`config.mk`:
```
export PLATFORM = sky130hd
export DESIGN_NAME = instr_fetch
export DESIGN_NICKNAME = d
export VERILOG_FILES = /design/src/rtl/instr_fetch.sv
export SDC_FILE = /design/constraint.sdc
export NUM_CORES = 1
export LEC_CHECK = 0
export BUFFER_PORTS_ARGS = -buffer_cell sky130_fd_sc_hd__buf_2
export CAP_MARGIN = 10
export CORE_ASPECT_RATIO = 0.8
export CORE_MARGIN = 3
export CORE_UTILIZATION = 30
export DETAILED_ROUTE_END_ITERATION = 6
export GPL_ROUTABILITY_DRIVEN = 0
export PLACE_DENSITY = 0.53
export SETUP_SLACK_MARGIN = 0.5
export SYNTH_ARGS = -nofsm -noshare
export SYNTH_HDL_FRONTEND = slang
export SYNTH_SLANG_ARGS = --single-unit
```
`constraint.sdc`:
```
create_clock -name clk -period 3.35 [get_ports clk]
set_input_delay 0.1675 -clock clk [delete_from_list [all_inputs] [get_ports clk]]
set_output_delay 0.1675 -clock clk [all_outputs]
set_load 0.05 [all_outputs]
```
`src/rtl/instr_fetch.sv`:
```
// In-order instruction fetch: issues word requests, buffers in-order responses in a
// small FIFO tagged with their PC, and hands them to decode; redirects flush the stream.
module instr_fetch #(
  parameter logic [31:0] RESET_PC = 32'h0000_0000,
  parameter int          DEPTH    = 4
) (
  input  logic        clk,
  input  logic        reset,
  output logic        imem_req_valid,
  input  logic        imem_req_ready,
  output logic [31:0] imem_req_addr,
  input  logic        imem_rsp_valid,
  input  logic [31:0] imem_rsp_data,
  input  logic        redirect_valid,
  input  logic [31:0] redirect_pc,
  output logic        instr_valid,
  input  logic        instr_ready,
  output logic [31:0] instr,
  output logic [31:0] instr_pc,
  output logic [6:0]  instr_op
);

  localparam int AW = $clog2(DEPTH);
  localparam int CW = AW + 1;
  localparam logic [CW:0] DEPTH_W = (CW+1)'(DEPTH);

  typedef enum logic [1:0] {
    ST_IDLE,
    ST_RUN,
    ST_FLUSH
  } state_t;

  state_t        r_state;
  state_t        w_state_next;
  logic [31:0]   r_pc;
  logic [31:0]   r_rsp_pc;
  logic [CW-1:0] r_outstanding;
  logic [CW-1:0] r_count;
  logic [CW-1:0] r_drop_cnt;
  logic [AW-1:0] r_wr_ptr;
  logic [AW-1:0] r_rd_ptr;
  logic [31:0]   r_fifo_data [DEPTH];
  logic [31:0]   r_fifo_pc   [DEPTH];

  logic [CW:0]   w_occupancy;
  logic          w_req_valid;
  logic          w_req_fire;
  logic          w_pop;
  logic          w_rsp_drop;
  logic          w_push;
  logic [CW-1:0] w_out_next;
  logic [CW-1:0] w_drop_next;
  logic [31:0]   w_redirect_pc;
  logic          w_unused;

  assign w_redirect_pc = {redirect_pc[31:2], 2'b00};
  assign w_unused      = &{1'b0, redirect_pc[1:0]};

  // Requests are only issued when every in-flight word is guaranteed a FIFO slot.
  assign w_occupancy = {1'b0, r_outstanding} + {1'b0, r_count};
  assign w_req_valid = (r_state != ST_IDLE) && (w_occupancy < DEPTH_W);
  assign w_req_fire  = w_req_valid && imem_req_ready;
  assign w_pop       = (r_count != '0) && instr_ready;
  assign w_rsp_drop  = imem_rsp_valid && (redirect_valid || (r_drop_cnt != '0));
  assign w_push      = imem_rsp_valid && !w_rsp_drop;
  assign w_out_next  = r_outstanding + CW'(w_req_fire) - CW'(imem_rsp_valid);

  // On redirect everything still in flight after this cycle is stale.
  always_comb begin
    w_drop_next = r_drop_cnt;
    if (redirect_valid) begin
      w_drop_next = w_out_next;
    end else if (imem_rsp_valid && (r_drop_cnt != '0)) begin
      w_drop_next = r_drop_cnt - CW'(1);
    end
  end

  always_comb begin
    w_state_next = r_state;
    case (r_state)
      ST_IDLE:  w_state_next = ST_RUN;
      ST_RUN:   if (redirect_valid && (w_out_next != '0)) w_state_next = ST_FLUSH;
      ST_FLUSH: if (w_drop_next == '0) w_state_next = ST_RUN;
      default:  w_state_next = ST_IDLE;
    endcase
  end

  always_ff @(posedge clk) begin
    if (!reset) begin
      r_state       <= ST_IDLE;
      r_pc          <= {RESET_PC[31:2], 2'b00};
      r_rsp_pc      <= {RESET_PC[31:2], 2'b00};
      r_outstanding <= '0;
      r_count       <= '0;
      r_drop_cnt    <= '0;
      r_wr_ptr      <= '0;
      r_rd_ptr      <= '0;
    end else begin
      r_state       <= w_state_next;
      r_outstanding <= w_out_next;
      r_drop_cnt    <= w_drop_next;
      if (redirect_valid) begin
        r_pc     <= w_redirect_pc;
        r_rsp_pc <= w_redirect_pc;
      end else begin
        if (w_req_fire) r_pc <= r_pc + 32'd4;
        if (w_push)     r_rsp_pc <= r_rsp_pc + 32'd4;
      end
      if (w_push) r_wr_ptr <= r_wr_ptr + AW'(1);
      // No push can happen on a redirect cycle, so aligning rd to wr empties the FIFO.
      if (redirect_valid) begin
        r_count  <= '0;
        r_rd_ptr <= r_wr_ptr;
      end else begin
        r_count <= r_count + CW'(w_push) - CW'(w_pop);
        if (w_pop) r_rd_ptr <= r_rd_ptr + AW'(1);
      end
    end
  end

  always_ff @(posedge clk) begin
    if (reset && w_push) begin
      r_fifo_data[r_wr_ptr] <= imem_rsp_data;
      r_fifo_pc[r_wr_ptr]   <= r_rsp_pc;
    end
  end

  assign imem_req_valid = w_req_valid;
  assign imem_req_addr  = r_pc;
  assign instr_valid    = (r_count != '0);
  assign instr          = instr_valid ? r_fifo_data[r_rd_ptr] : 32'd0;
  assign instr_pc       = instr_valid ? r_fifo_pc[r_rd_ptr] : 32'd0;
  assign instr_op       = instr[6:0];

  always_ff @(posedge clk) begin
    if (reset) begin
      assert (w_occupancy <= DEPTH_W);
      assert (!(imem_rsp_valid && (r_outstanding == '0)));
    end
  end

endmodule

```
==> impl_metrics.env, run 1 <==
export IMPL_insertion_delay_ns=0.52
export IMPL_grt_pass1_vias=8282
export IMPL_synth_top_family_by_area="multiplexers"
export IMPL_seq_area_sq_um=9010
export IMPL_synth_edf_count=248
export IMPL_seqPwrFrac=0.442
export IMPL_vias=8071
export IMPL_tns_ns=0
export IMPL_cts_buffers=37
export IMPL_cap_violations=0
export IMPL_tightest_slew_ns=0.659
export IMPL_path_cells="ha_4 > nor3_4 > nand4_1 > ha_1 > inv_1 > ha_1 > inv_1 > fa_2 > xnor2_2 > xnor2_2 > o311ai_2 > or2_2 > a21oi_1"
export IMPL_ys_types=57
export IMPL_synthSimpleGateAreaFrac=0.0983
export IMPL_path_class="register to register"
export IMPL_overflow=0
export IMPL_track_usage=0.134
export IMPL_dpl_hpwl_mm=20.6
export IMPL_rows=68
export IMPL_fillers=4138
export IMPL_clock_sinks=325
export IMPL_area_growth_pct=25.0
export IMPL_p_int_w=0.00773
export IMPL_synth_most_common_cell="edfxtp_1"
export IMPL_synthTopCellsByArea="edfxtp_1 (56%), dfxtp_1 (12%), mux4_2 (10%), and2_1 (3.3%), a21oi_1 (1.6%)"
export IMPL_io_buffers=168
export IMPL_period_needed_ns=2.80
export IMPL_crit_arrival_ns=3.26
export IMPL_synthMuxAreaShare=0.107
export IMPL_grt_pass1_wl_mm=49.7
export IMPL_p_comb_frac=0.163
export IMPL_critPathMaxFanout=4
export IMPL_pwr_share_clk=0.395
export IMPL_cp_required_ns=3.81
export IMPL_grt_max_degree=64
export IMPL_multi_input_area_sq_um=4150
export IMPL_drtAntennaViolNets=0
export IMPL_drtPass1Iterations=4
export IMPL_synth_adder_area_share=0.0161
export IMPL_cts_root_buf="clkbuf_16"
export IMPL_cp_end_kind="register"
export IMPL_hold_path_class="primary input to register"
export IMPL_finalSetupViolations=0
export IMPL_yosysWarnings=0
export IMPL_drive_gt1_frac=0.309
export IMPL_drc_errors=0
export IMPL_synth_main_ff_cell="edfxtp_1"
export IMPL_cts_max_path_buffers=3
export IMPL_drtIter0Drc=567
export IMPL_slew_headroom=0.558
export IMPL_seq_area_frac_synth=0.671
export IMPL_num_antenna_cells=0
export IMPL_synth_area_sq_um=13400
export IMPL_final_period_utilization=0.837
export IMPL_die_area_sq_um=47300
export IMPL_ioPinCount=175
export IMPL_fp_dieH_microns=195
export IMPL_status="finished clean"
export IMPL_synthXorXnorAreaFrac=0.0301
export IMPL_via_per_inst=4.72
export IMPL_final_hold_viol_count=0
export IMPL_synth_compound_area_frac=0.0532
export IMPL_slowest_delay_ns=0.35
export IMPL_swShare=0.273
export IMPL_p_switching_w=0.00291
export IMPL_worst_clock_skew_ns=0.0269
export IMPL_startpoint_type="register"
export IMPL_rsz0062_at_grt="yes"
export IMPL_start_util=0.307
export IMPL_die_w_microns=242
export IMPL_fin_nets=1173
export IMPL_synth_top_area_share=0.556
export IMPL_fmax_ghz=0.357
export IMPL_cts_tree="done"
export IMPL_final_util=0.384
export IMPL_drv_slew=0
export IMPL_powerDensity_nw_per_um2=635
export IMPL_routed_wl_mm=31.7
export IMPL_netlist_top_cell_by_area="edfxtp_1"
export IMPL_syn_area_per_cell_sq_um=15.4
export IMPL_antenna_found_initial=0
export IMPL_core_area_sq_um=43600
export IMPL_htree_levels=2
export IMPL_crit_path_top_delay_cell="fa_2"
export IMPL_yosys_top_cells_count="edfxtp_1 (248), dfxtp_1 (77), and2_1 (71)"
export IMPL_p_leak_nw=5.94
export IMPL_wl_per_cell_microns=18.5
export IMPL_path_clk_slew_ns=0.06
export IMPL_syn_instance_count=872
export IMPL_ys_ff_latch=325
export IMPL_peakVddDrop_uv=337
export IMPL_ys_async_sr_fraction=0
==> timing repair <==
item,CTS,global route
gates resized for setup,9,3
hold buffers,37,0
setup endpoints to repair,1,3
endpoints found under the hold margin,135,0
pin swaps,6,2
setup buffers,4,1
==> kinds of logic after synthesis <==
group                    Yosys count
AND/OR/NAND/NOR                  223
buffers and inverters             75
XOR/XNOR                          46
other                              1
adder cells (fa/ha/maj)           16
AO/OA/AOI/OAI                    121
flip-flops                       325
multiplexers                      65
==> layer usage <==
layer | GRT usage | up-vias | routed length (microns)
met2 | 0.199 | 232 | 13600
li1 | - | 3806 | -
met3 | 0.0292 | 43 | 1890
met1 | 0.201 | 3990 | 15700
met4 | 0.0298 | 0 | 522
met5 | 0 | - | 0
==> worst paths after layout <==
| kind | startpoint | end | slack, ns | cells after the start |
|---|---|---|---|---|
| hold reg to reg | r_wr_ptr[1]$_SDFFE_PN0P_ | r_wr_ptr[1]$_SDFFE_PN0P_ | 0.53 | 2 |
| hold / removal | redirect_pc[15] | r_rsp_pc[15]$_SDFFE_PN0P_ | 0.02 | 3 |
| setup reg to reg | r_count[2]$_SDFF_PP0_ | r_state[1]$_SDFFE_PN0P_ | 0.55 | 13 |
| setup / recovery | r_count[2]$_SDFF_PP0_ | r_state[1]$_SDFFE_PN0P_ | 0.55 | 13 |
==> sequential cells by signal, indices dropped and copies added (netlist names), named ones only <==
register	count
imem_req_addr	30
r_count	3
r_drop_cnt	3
r_fifo_data	128
r_fifo_pc	120
r_outstanding	3
r_rd_ptr	2
r_rsp_pc	30
r_state	2
r_wr_ptr	2
==> placed cells by master (no fill, tap or decap), drive strengths merged, types with 12 or more instances in the layout <==
master / Yosys / routed
xor2: 24 / 24
a31oi: 12 / 12
a21oi: 44 / 44
buf: 20 / 193
ha: 14 / 14
inv: 17 / 20
nand3: 21 / 21
and2: 71 / 71
dlygate4sd3: 0 / 37
clkbuf: 37 / 46
nor3: 15 / 15
nand2: 28 / 28
and3: 13 / 13
dfxtp: 77 / 77
o21ai: 38 / 38
xnor2: 22 / 22
nand4: 13 / 13
clkinv: 1 / 12
nor2: 19 / 19
edfxtp: 248 / 248
mux4: 62 / 62
==> power groups by stage <==
stage,clock (W),combinational [W],sequential [W]
6_report,0.00421,0.00173,0.00470
5_1_grt,0.00452,0.00189,0.00472
4_1_cts,0.00434,0.00175,0.00469
3_5_place_dp,0,0.00161,0.00477
3_3_place_gp,0,0.00160,0.00476
2_1_floorplan,0,0.00113,0.00479
==> layout make-up <==
class,instances,share of cell area
Multi-Input combinational cell,475,0.248
Clock inverter,22,0.0154
Inverter,18,0.00403
Clock buffer,46,0.0610
Timing Repair Buffer,230,0.0895
Tap cell,595,0.0444
Sequential cell,325,0.538
==> per-stage QoR <==
stage | hold WS (ns) | std cells | total power (W) | worst slack [ns] | cell area, sq um
after floorplan | 0.266 | 875 | 0.00592 | 0.503 | 13400
after global placement | 0.387 | 1601 | 0.00636 | 0.381 | 15000
after detailed placement | 0.388 | 1601 | 0.00638 | 0.362 | 15000
after CTS | 0.000136 | 1710 | 0.0108 | 0.558 | 16700
after global routing | 0.0109 | 1711 | 0.0111 | 0.333 | 16700
final | 0.0154 | 1711 | 0.0106 | 0.547 | 16700
==> critical path: cells and delay by family, from the launching register on <==
| kind | cells | cell delay (ns) |
|---|---|---|
| flip-flops | 1 | 0.34 |
| AO/OA/AOI/OAI | 2 | 0.26 |
| buffers and inverters | 2 | 0.10 |
| adder cells (fa/ha/maj) | 4 | 1.01 |
| XOR/XNOR | 2 | 0.41 |
| AND/OR/NAND/NOR | 3 | 0.62 |
No activity file was read; power rests on OpenSTA's default activity.
==> inputs of run 2 (changes only) <==
- ABC_AREA: default -> 1
- clock period: 3.35 -> 2.6 ns (I/O delays scaled with it)
==> run 2 against run 1 <==
Synthesized cell count rose by 77%. Clock power up 23%. Combinational power up 140%. Via count is 54% higher. Design area is 27% higher. Non-clock buffer count increased by 135. First-iteration DRC count is 58% higher. Register-to-register slack worse by 0.49 ns. Setup slack lost 0.49 ns. Count of clock-buffer cells in the layout down 9. Maximum frequency is 10% higher. Cell count increased by 47%. Largest power group unchanged. Highest routed layer unchanged.
==> impl_metrics.env, run 2 <==
export IMPL_cts_root_buf="clkbuf_16"
export IMPL_cts_max_path_buffers=3
export IMPL_layout_cells_non_filler=2518
export IMPL_ys_async_sr_fraction=0
export IMPL_p_leak_nw=7.92
export IMPL_mostFrequentLayoutCells="nor2_1 (299), edfxtp_1 (248), nand2_1 (223)"
export IMPL_synth_main_ff_cell="edfxtp_1"
export IMPL_final_hold_viol_count=0
export IMPL_overflow=0
export IMPL_die_area_sq_um=51400
export IMPL_ys_ff_latch=325
export IMPL_ioPinCount=175
export IMPL_grt_max_degree=63
export IMPL_drtIter0Drc=896
export IMPL_synthTopCellsByArea="edfxtp_1 (51%), dfxtp_1 (11%), nor2_1 (8.7%), o21ai_0 (6.0%), nand2_1 (5.9%)"
export IMPL_io_buffers=168
export IMPL_wl_per_cell_microns=19.4
export IMPL_crit_arrival_ns=2.99
export IMPL_critPathMaxFanout=3
export IMPL_syn_area_per_cell_sq_um=9.46
export IMPL_fin_nets=1958
export IMPL_grt_pass1_vias=11200
export IMPL_yosys_top_cells_count="nor2_1 (337), edfxtp_1 (248), nand2_1 (230)"
export IMPL_rows=71
export IMPL_drtPass1Iterations=6
export IMPL_tightest_slew_ns=0.613
export IMPL_slowest_delay_ns=0.42
export IMPL_drv_slew=0
export IMPL_clock_sinks=325
export IMPL_startpoint_type="register"
export IMPL_path_clk_slew_ns=0.06
export IMPL_die_w_microns=253
export IMPL_start_util=0.307
export IMPL_antenna_found_initial=0
export IMPL_powerDensity_nw_per_um2=725
export IMPL_grt_pass1_wl_mm=66.2
export IMPL_cp_required_ns=3.05
export IMPL_path_cells="ha_2 > and3_4 > nor2_4 > nand2_4 > ha_4 > inv_2 > ha_4 > inv_2 > fa_2 > nor2_1 > inv_1 > buf_4 > nand4_1 > nand3_1 > a21oi_1"
export IMPL_worst_clock_skew_ns=0.0222
export IMPL_track_usage=0.166
export IMPL_finalSetupViolations=0
export IMPL_num_antenna_cells=0
export IMPL_routed_wl_mm=48.8
export IMPL_htree_levels=2
export IMPL_largest_register_ffs=128
export IMPL_area_growth_pct=45.7
export IMPL_insertion_delay_ns=0.54
export IMPL_fp_dieH_microns=203
export IMPL_syn_instance_count=1544
export IMPL_drc_errors=0
export IMPL_cap_violations=0
export IMPL_netlist_top_cell_by_area="edfxtp_1"
export IMPL_cts_tree="done"
export IMPL_final_period_utilization=0.977
export IMPL_drtAntennaViolNets=0
export IMPL_synth_area_sq_um=14600
export IMPL_status="finished clean"
export IMPL_peakVddDrop_uv=383
export IMPL_dpl_hpwl_mm=26.7
export IMPL_yosysWarnings=0
export IMPL_reg_top3="r_fifo_data: 128 flops, r_fifo_pc: 120 flops"
export IMPL_synth_most_common_cell="nor2_1"
export IMPL_vias=12400
export IMPL_path_class="register to register"
export IMPL_synth_edf_count=248
export IMPL_period_needed_ns=2.54
export IMPL_dpl_cell_count=2300
export IMPL_ys_types=38
export IMPL_fmax_ghz=0.394
export IMPL_crit_path_top_delay_cell="fa_2"
export IMPL_hold_path_class="primary input to register"
export IMPL_synth_top_area_share=0.510
export IMPL_drive_gt1_frac=0.280
export IMPL_rsz0062_at_grt="yes"
export IMPL_slew_headroom=0.591
export IMPL_seq_area_frac_synth=0.615
export IMPL_final_common_cell="nor2_1"
export IMPL_via_per_inst=4.94
export IMPL_cts_buffers=36
export IMPL_cp_end_kind="register"
export IMPL_core_area_sq_um=47500
export IMPL_largest_register="r_fifo_data"
export IMPL_tns_ns=0
==> run 2: changes by cell type after synthesis, sizes merged, moves of 10 or more <==
cell	before	now
a21oi	44	112
clkbuf	37	48
nand2	28	233
o21ai	38	174
xor2	24	14
nor2	19	346
xnor2	22	5
mux4	62	0
buf	20	30
and3	13	1
and2	71	1
inv	17	105
nand3	21	66
==> run 2: area by class of cell <==
cell class                      instances  area, sq um
Fill cell                            4350        26200
Sequential cell                       325         9000
Multi-Input combinational cell       1037         5680
Timing Repair Buffer                  365         4190
Clock buffer                           37          905
Tap cell                              620          776
Inverter                              107          440
Clock inverter                         27          284
==> run 2: what timing repair did <==
item / 4_1_cts / 5_1_grt
resized for setup: 157 / 341
pin swaps: 38 / 74
cloned: 10 / 37
endpoints found under the hold margin: 158 / 0
setup buffers: 20 / 35
hold buffers: 52 / 0
setup endpoints to repair: 106 / 327
==> run 2: critical path: cells and delay by family (launching register included) <==
family	cells	cell delay, ns
adder cells (fa/ha/maj)	4	1.09
AND/OR/NAND/NOR	6	0.65
flip-flops	1	0.33
AO/OA/AOI/OAI	1	0.12
buffers and inverters	4	0.27
==> run 2: routing by layer <==
metal  routed length [microns]  global-route usage  share of wire
met1                     22100               0.238           0.45
met2                     21900               0.262           0.45
met3                      3710              0.0326          0.076
met4                      1010              0.0344          0.021
met5                         0                   0              0
==> run 2: path summary, 6_finish.rpt <==
kind                      startpoint                        endpoint  slack, ns  cells after the start
max            r_count[1]$_SDFF_PP0_         r_state[1]$_SDFFE_PN0P_       0.06                     15
min                  redirect_pc[28]  imem_req_addr[28]$_SDFFE_PN0P_       0.02                      5
max reg2reg    r_count[1]$_SDFF_PP0_         r_state[1]$_SDFFE_PN0P_       0.06                     15
min reg2reg  r_state[0]$_SDFFE_PN0P_         r_state[1]$_SDFFE_PN0P_       0.51                      2
==> run 2: logic make-up after synthesis <==
group	after synthesis	synth area share
and+or+nand+nor	687	0.195
other	1	0.000257
adders and majority gates	16	0.0147
buffers and inverters	185	0.0535
DFF	325	0.615
xor gates and xnor gates	19	0.0114
AOI/OAI and AO/OA	311	0.110
==> run 2: power breakdown <==
part / total (W) / switching (W) / internal [W]
registers: 0.00613 / 0.000258 / 0.00587
clock network: 0.00518 / 0.00213 / 0.00305
logic: 0.00412 / 0.00247 / 0.00164
==> run 2: through the flow <==
step	utilization	hold WS (ns)	total power (W)	setup slack, ns	instance area, sq um
final	0.448	0.0190	0.0154	0.0588	21300
after global placement	0.346	0.348	0.00886	-0.0757	16400
after global routing	0.448	0.0249	0.0161	-0.117	21300
after CTS	0.401	0.00953	0.0147	0.0307	19000
after detailed placement	0.346	0.350	0.00889	-0.0880	16400
after floorplan	-	0.229	0.00799	-0.219	14700
